==> config.mk <==
export PLATFORM = sky130hd
export DESIGN_NAME = char_buf_writer
export DESIGN_NICKNAME = d
export VERILOG_FILES = /design/src/rtl/char_buf_writer.sv
export SDC_FILE = /design/constraint.sdc
export NUM_CORES = 1
export LEC_CHECK = 0
export ABC_AREA = 1
export BUFFER_PORTS_ARGS = -buffer_cell sky130_fd_sc_hd__buf_4
export CORE_UTILIZATION = 50
export DETAILED_ROUTE_END_ITERATION = 10
export PLACE_DENSITY = 0.74
export SYNTH_ARGS = -nofsm -noshare
export SYNTH_HDL_FRONTEND = slang
export SYNTH_SLANG_ARGS = --single-unit
==> constraint.sdc <==
create_clock -name clk -period 1.6 [get_ports clk]
set_input_delay 0.08 -clock clk [delete_from_list [all_inputs] [get_ports clk]]
set_output_delay 0.08 -clock clk [all_outputs]
set_load 0.005 [all_outputs]
==> src/rtl/char_buf_writer.sv <==
// Streams UDP payload characters into a char-buffer RAM and commits the frame
// length as two bytes at STRLENDATA_SAVED_ADDR once the frame ends cleanly.
module char_buf_writer #(
  parameter int STRLENDATA_SAVED_ADDR  = 1023,
  parameter int CHAR_BUFFER_ADDR_WIDTH = 12
) (
  input  logic                              clk,
  input  logic                              resetn,
  input  logic [7:0]                        s_data,
  input  logic                              s_valid,
  input  logic                              s_last,
  input  logic                              s_abort,
  output logic                              s_ready,
  output logic [CHAR_BUFFER_ADDR_WIDTH-1:0] ram_waddr,
  output logic [7:0]                        ram_wdata,
  output logic                              ram_wen,
  output logic                              frame_done,
  output logic                              frame_overflow,
  output logic [15:0]                       char_count
);

  typedef enum logic [2:0] {
    S_IDLE   = 3'd0,
    S_CLR_HI = 3'd1,
    S_CLR_LO = 3'd2,
    S_RECV   = 3'd3,
    S_LEN_HI = 3'd4,
    S_LEN_LO = 3'd5
  } state_t;

  localparam logic [CHAR_BUFFER_ADDR_WIDTH-1:0] LEN_HI_ADDR =
    CHAR_BUFFER_ADDR_WIDTH'(STRLENDATA_SAVED_ADDR);
  localparam logic [CHAR_BUFFER_ADDR_WIDTH-1:0] LEN_LO_ADDR =
    CHAR_BUFFER_ADDR_WIDTH'(STRLENDATA_SAVED_ADDR + 1);
  localparam logic [15:0] WCNT_MAX = 16'(STRLENDATA_SAVED_ADDR);

  state_t      state_r;
  logic [15:0] wcnt_r;

  assign s_ready = (state_r == S_RECV);

  // Frame FSM; the length is zeroed before the payload is rewritten so a reader never sees a stale length
  always_ff @(posedge clk) begin
    if (!resetn) begin
      state_r        <= S_IDLE;
      wcnt_r         <= 16'd0;
      ram_wen        <= 1'b0;
      ram_waddr      <= '0;
      ram_wdata      <= 8'h00;
      frame_done     <= 1'b0;
      frame_overflow <= 1'b0;
      char_count     <= 16'd0;
    end else begin
      ram_wen    <= 1'b0;
      frame_done <= 1'b0;
      case (state_r)
        S_IDLE: begin
          if (s_valid) begin
            wcnt_r         <= 16'd0;
            frame_overflow <= 1'b0;
            state_r        <= S_CLR_HI;
          end else begin
            state_r <= S_IDLE;
          end
        end
        S_CLR_HI: begin
          ram_wen   <= 1'b1;
          ram_waddr <= LEN_HI_ADDR;
          ram_wdata <= 8'h00;
          state_r   <= S_CLR_LO;
        end
        S_CLR_LO: begin
          ram_wen   <= 1'b1;
          ram_waddr <= LEN_LO_ADDR;
          ram_wdata <= 8'h00;
          state_r   <= S_RECV;
        end
        S_RECV: begin
          if (s_valid && s_abort) begin
            state_r <= S_IDLE;
          end else if (s_valid) begin
            // Bytes beyond the buffer are dropped but the frame still completes
            if (wcnt_r < WCNT_MAX) begin
              ram_wen   <= 1'b1;
              ram_waddr <= CHAR_BUFFER_ADDR_WIDTH'(wcnt_r);
              ram_wdata <= s_data;
              wcnt_r    <= wcnt_r + 16'd1;
            end else begin
              frame_overflow <= 1'b1;
            end
            state_r <= s_last ? S_LEN_HI : S_RECV;
          end else begin
            state_r <= S_RECV;
          end
        end
        S_LEN_HI: begin
          ram_wen   <= 1'b1;
          ram_waddr <= LEN_HI_ADDR;
          ram_wdata <= wcnt_r[15:8];
          state_r   <= S_LEN_LO;
        end
        S_LEN_LO: begin
          ram_wen    <= 1'b1;
          ram_waddr  <= LEN_LO_ADDR;
          ram_wdata  <= wcnt_r[7:0];
          char_count <= wcnt_r;
          frame_done <= 1'b1;
          state_r    <= S_IDLE;
        end
        default: begin
          state_r <= S_IDLE;
        end
      endcase
    end
  end

endmodule

==> results.ini, run 1 <==
[run_status]
status = finished, final reports clean

[sta]
fin_skew_ns = 0.005313
slew_headroom_pct = 71.04
fin_hold_ws_ns = 0.01154
hold_viol = 0
finalWorstSetupSlack_ns = 0.08984
drv_slew = 0
min_period_ns = 1.510
clock.fmax_ghz = 0.6622
worst_pin_slew_ns = 0.4317
rsz0062_at_grt = true
min_period_over_period_pct = 94.39
setup_viol = 0
tns_ns = 0

[placed_design]
gp_congestion = 0.9606
dp_cells = 479
pre_cts_ws_ns = 0.08303
hpwl_mm = 4.756
dpl_cell_area_um2 = 3098
port_buffers = 52

[route]
vias = 2546
route.detailed.drc = 0
antenna_left = 0
wire_per_inst_um = 13.43
vias_per_cell = 5.112
drt_iter0_drc = 132
dr.pass1.iters = 4
totalWireLength_mm = 6.690

[worst_setup_path]
reg2regPathDepth = 9
cp.required_ns = 1.83
rr_endpoint = ram_waddr[7]
crit_start = wcnt_r[0]
endpoint_kind = flop
critPathKind = flop to flop
worst-r2r-setup-slack_ns = 0.09
cp_max_fo = 11
start_kind = flop
arrival_ns = 1.74
cp-endpoint = ram_waddr[7]
reg2reg_from = wcnt_r[0]

[synthesis]
ys_ff_latch = 58
synth_area_um2 = 2594
synth_top_area_share_pct = 44.77
synth.top_cells.by_count = nand2_1, nor2_1, dfxtp_1
yosysMostFrequentCell = nand2_1
yosys_warnings = 0
ys_seq_area_share_pct = 44.77
synth-main-ff-cell = dfxtp_1
synthCells = 358
synthTopCellsByArea = dfxtp_1, nand2_1, nor2_1, o21ai_0, a21oi_1
synth_top_cell_by_area = dfxtp_1
synthArstFlopShare_pct = 0
syn_area_per_cell_um2 = 7.245
synth_edf_count = 0
synth_fp_nets = 372
netlist-cell-type-count = 29

[power]
peakVddDrop_v = 0.0007258
power_mw = 3.596
leakagePower_nw = 1.436
p_per_area_nw_per_um2 = 1079

[clock_network]
ctsHtreeMaxLevel = 3
cts_buffers = 9
cts_tree = done
clk_pin_slew_ns = 0.06
ctsHoldBuffers = 0
cts_root_buffer = clkbuf_8
clk_latency_ns = 0.34
cts.sinks = 58
clock_path_buffers = 2

[run]
drv_cap = 0

[floorplanning]
die_h_um = 74.03
initial_core_util_pct = 53.50
rows = 25
dieWidth_um = 74.03
ios = 53
coreArea_um2 = 4848
die_area_um2 = 5480

[global_route]
grt_pass1_vias = 2291
grt_start_max_net_pins = 33
grt_remaining_overflow = 0
grt_pass1_wl_mm = 10.52
grtUsageTotal_pct = 25.90
antenna_found_initial = 0

[finish]
area_delta_synth_final_pct = 28.51
drive_gt1_share_pct = 26.68
fin_area_um2 = 3333
diodes = 0
nNetsFinal = 440
layout.cells.non_filler = 498
final_core_util_pct = 68.75

[min_path]
hold_class = input port to flop
hp-start = s_last

-- power breakdown --
group          switching [mW]  internal, mW
registers              0.0738          1.57
logic                   0.433         0.336
clock network           0.586         0.595
total                    1.09          2.50
-- registers in the layout, indices dropped and copies added (netlist names) --
| name | flops |
|---|---|
| char_count | 16 |
| wcnt_r | 16 |
| ram_waddr | 12 |
| ram_wdata | 8 |
| state_r | 3 |
| frame_done | 1 |
| frame_overflow | 1 |
| ram_wen | 1 |
-- cell usage in the layout, fill, tap and decap left out --
master	instances
buf_4	70
nand2_1	69
nor2_1	66
dfxtp_1	56
o21ai_0	28
a21oi_1	25
inv_1	24
nand3_1	15
o21ai_1	15
clkbuf_8	10
nor3_1	7
o211ai_1	6
inv_2	5
nand2_4	5
nand2_2	4
nand3_2	3
clkinv_2	3
nor2_4	2
nor2_2	2
clkinv_4	2
clkinvlp_4	2
dfxtp_2	2
nand3_4	1
o21bai_1	1
clkinv_1	1
a31oi_1	1
o21ai_4	1
nand2_8	1
nor3_2	1
nor3b_1	1
ha_4	1
clkbuf_1	1
-- worst max-delay path, cell delays in order (launching register included) --
cell,delay [ns]
dfxtp_1,0.37
ha_4,0.17
nand3_4,0.10
nor2_4,0.11
nand2_2,0.08
nand3_2,0.09
nand2_4,0.07
buf_4,0.17
o21ai_0,0.16
nor2_1,0.06
-- timing repair --
item | CTS | global route
setup endpoints to repair | 0 | 28
gates resized for setup | 0 | 15
setup buffers | 0 | 2
-- layout make-up --
type / instances / area, µm²
clock buffers: 11 / 141.4
fillers: 421 / 1515
clock inverters: 5 / 30.03
inverters: 32 / 130.1
multi-input cells: 255 / 1259
well taps: 67 / 83.83
repair buffers: 70 / 525.5
flip-flops and latches: 58 / 1164
-- worst min-delay path by stage --
stage	to	slack, ns	cells past startpoint
2_1_floorplan	char_count[15]	0.22	2
3_3_place_gp	state_r[2]	0.36	3
4_1_cts	state_r[2]	0.003	3
6_report	state_r[2]	0.01	3
3_5_place_dp	state_r[2]	0.36	3
5_1_grt	state_r[2]	0.04	3
-- layer usage --
metal / routed length, µm / GRT usage, % / up-vias
met5: 0 / 0 / -
met4: 90 / 11.75 / 0
met3: 391 / 4.743 / 10
met2: 3151 / 42.32 / 87
met1: 3057 / 33.31 / 1152
li1: - / - / 1297
-- logic make-up (layout without fill, tap and decap cells) --
kind of cell / count (synthesis) / in the layout / share of synthesized area [%]
fa+ha+maj: 1 / 1 / 0.4823
buf+inv: 46 / 118 / 8.490
compound gates: 77 / 77 / 16.02
flops: 58 / 58 / 44.77
simple gates: 176 / 177 / 30.25
Power figures use the tool's default switching activity.
==> run 2: changes to the inputs <==
--- a/config.mk
+++ b/config.mk
@@ -9,6 +9,7 @@
 export BUFFER_PORTS_ARGS = -buffer_cell sky130_fd_sc_hd__buf_4
 export CORE_UTILIZATION = 50
 export DETAILED_ROUTE_END_ITERATION = 10
+export GPL_TIMING_DRIVEN = 0
 export PLACE_DENSITY = 0.74
 export SYNTH_ARGS = -nofsm -noshare
 export SYNTH_HDL_FRONTEND = slang
==> results.ini, run 2 (synthesized netlist as in run 1, its figures left out) <==
[run_status]
status = finished, final reports clean

[placed_design]
hpwl_mm = 4.838
dpl_cell_area_um2 = 3068
gp_congestion = 0.8706
dp_cells = 477
port_buffers = 52
pre_cts_ws_ns = -0.03432

[worst_setup_path]
crit_start = wcnt_r[0]
reg2regPathDepth = 10
cpMostUsedCell = nor2_1
critPathKind = flop to flop
rr_endpoint = wcnt_r[2]
reg2reg_from = wcnt_r[0]
worst-r2r-setup-slack_ns = 0.08
endpoint_kind = flop
cp_slowest_cell = dfxtp_2
cp.required_ns = 1.84
cp_max_fo = 8
max_stage_delay_ns = 0.38
path_cells = ha_4, nand3_4, nor2_4, nand2_2, nand2_1, nand2_4, nand2_8, clkinv_4, nor2_1, nor2_1
arrival_ns = 1.75
start_kind = flop

[route]
route.detailed.drc = 0
totalWireLength_mm = 6.684
drt_iter0_drc = 130
wire_per_inst_um = 13.42
vias_per_cell = 5.173
dr.pass1.iters = 4
antenna_left = 0
vias = 2576

[clock_network]
cts_buffers = 9
clk_latency_ns = 0.34
ctsHtreeMaxLevel = 3
ctsHoldBuffers = 0
clock_path_buffers = 2
cts_root_buffer = clkbuf_8
cts_tree = done
clk_pin_slew_ns = 0.07
cts.sinks = 58

[floorplanning]
die_h_um = 74.03
coreArea_um2 = 4848
rows = 25
dieWidth_um = 74.03
initial_core_util_pct = 53.50
ios = 53
die_area_um2 = 5480

[min_path]
hold_class = input port to flop
hp-start = s_last
hold_depth = 3
holdPathEnd = state_r[2]

[sta]
slew_headroom_pct = 61.06
clock.fmax_ghz = 0.6596
hold_viol = 0
drv_slew = 0
fin_skew_ns = 0.006538
setup_viol = 0
min_period_over_period_pct = 94.76
rsz0062_at_grt = true
finalWorstSetupSlack_ns = 0.08384
min_period_ns = 1.516
worst_pin_slew_ns = 0.5840

[power]
leakagePower_nw = 1.445
clock_power_share_pct = 35.7
p_per_area_nw_per_um2 = 1135
peakVddDrop_v = 0.0006656
swShare_pct = 29.28
p_seq_share_pct = 43.3
power.internal_mw = 2.690
switching_power_mw = 1.114
power_mw = 3.804
power_frac_comb_pct = 21.0

[finish]
drive_gt1_share_pct = 26.45
diodes = 0
nNetsFinal = 440
final_core_util_pct = 69.14
regArea_um2 = 1167
layout.cells.non_filler = 498
layout_commonest_cell = nand2_1
fin_area_um2 = 3352
area_delta_synth_final_pct = 29.23
largestRegisters = char_count x16, wcnt_r x16, ram_waddr x12
multi_input_area_um2 = 1264
nFillCells = 425
final_cell_mix = nand2_1, nor2_1, buf_4

[run]
drv_cap = 0

[global_route]
grt_remaining_overflow = 0
antenna_found_initial = 0
grt_pass1_wl_mm = 10.76
grtUsageTotal_pct = 26.49
grt_pass1_vias = 2348
grt_start_max_net_pins = 11

## run 2: per-stage QoR
stage | setup TNS [ns] | hold WS (ns)
2_1_floorplan | 0 | 0.2184
3_3_place_gp | -0.01417 | 0.3495
3_5_place_dp | -0.1437 | 0.3614
4_1_cts | 0 | 0.002262
5_1_grt | -0.02546 | 0.01291
6_report | 0 | 0.0003638
## run 2: power groups by stage
stage | logic, mW | clock network [mW] | registers, mW
after floorplan | 0.454 | 0 | 1.68
after global placement | 0.756 | 0 | 1.67
after detailed placement | 0.769 | 0 | 1.67
after CTS | 0.774 | 1.36 | 1.64
after global routing | 0.901 | 1.42 | 1.66
final | 0.799 | 1.36 | 1.65
## run 2: worst max path at each step
stage / endpoint / cells past startpoint / slack, ns
after detailed placement: ram_waddr[2] / 9 / -0.03
after global placement: ram_waddr[2] / 9 / -0.006
final: wcnt_r[2] / 10 / 0.08
after floorplan: wcnt_r[2] / 10 / 0.15
after global routing: wcnt_r[9] / 9 / -0.03
after CTS: ram_waddr[2] / 9 / 0.005
## run 2: layer usage
layer	GRT usage, %	routed length [µm]
met1	33.45	2943
met2	43.54	3207
met3	4.878	402
met4	13.03	131
met5	0	0
## run 2: critical path, delay by kind of cell (launching register included)
kind | cells | cell delay (ns)
adder cells (fa/ha/maj) | 1 | 0.18
buffers and inverters | 1 | 0.08
flip-flops | 1 | 0.38
AND/OR/NAND/NOR | 8 | 0.77
## run 2: layout make-up
type / count / area share, %
Inverter: 32 / 3.882
Timing Repair Buffer: 56 / 12.54
Sequential cell: 58 / 34.83
Buffer: 14 / 2.725
Multi-Input combinational cell: 255 / 37.70
Clock inverter: 5 / 1.605
Tap cell: 67 / 2.501
Clock buffer: 11 / 4.218
## run 2: timing repair
item                                    in CTS  in global routing
hold endpoints to repair                     0                  0
buffers inserted                             0                  4
endpoints found under the setup margin      12                 29
gates resized for setup                      3                 18
pin swaps                                    0                  2
cloned                                       0                  1
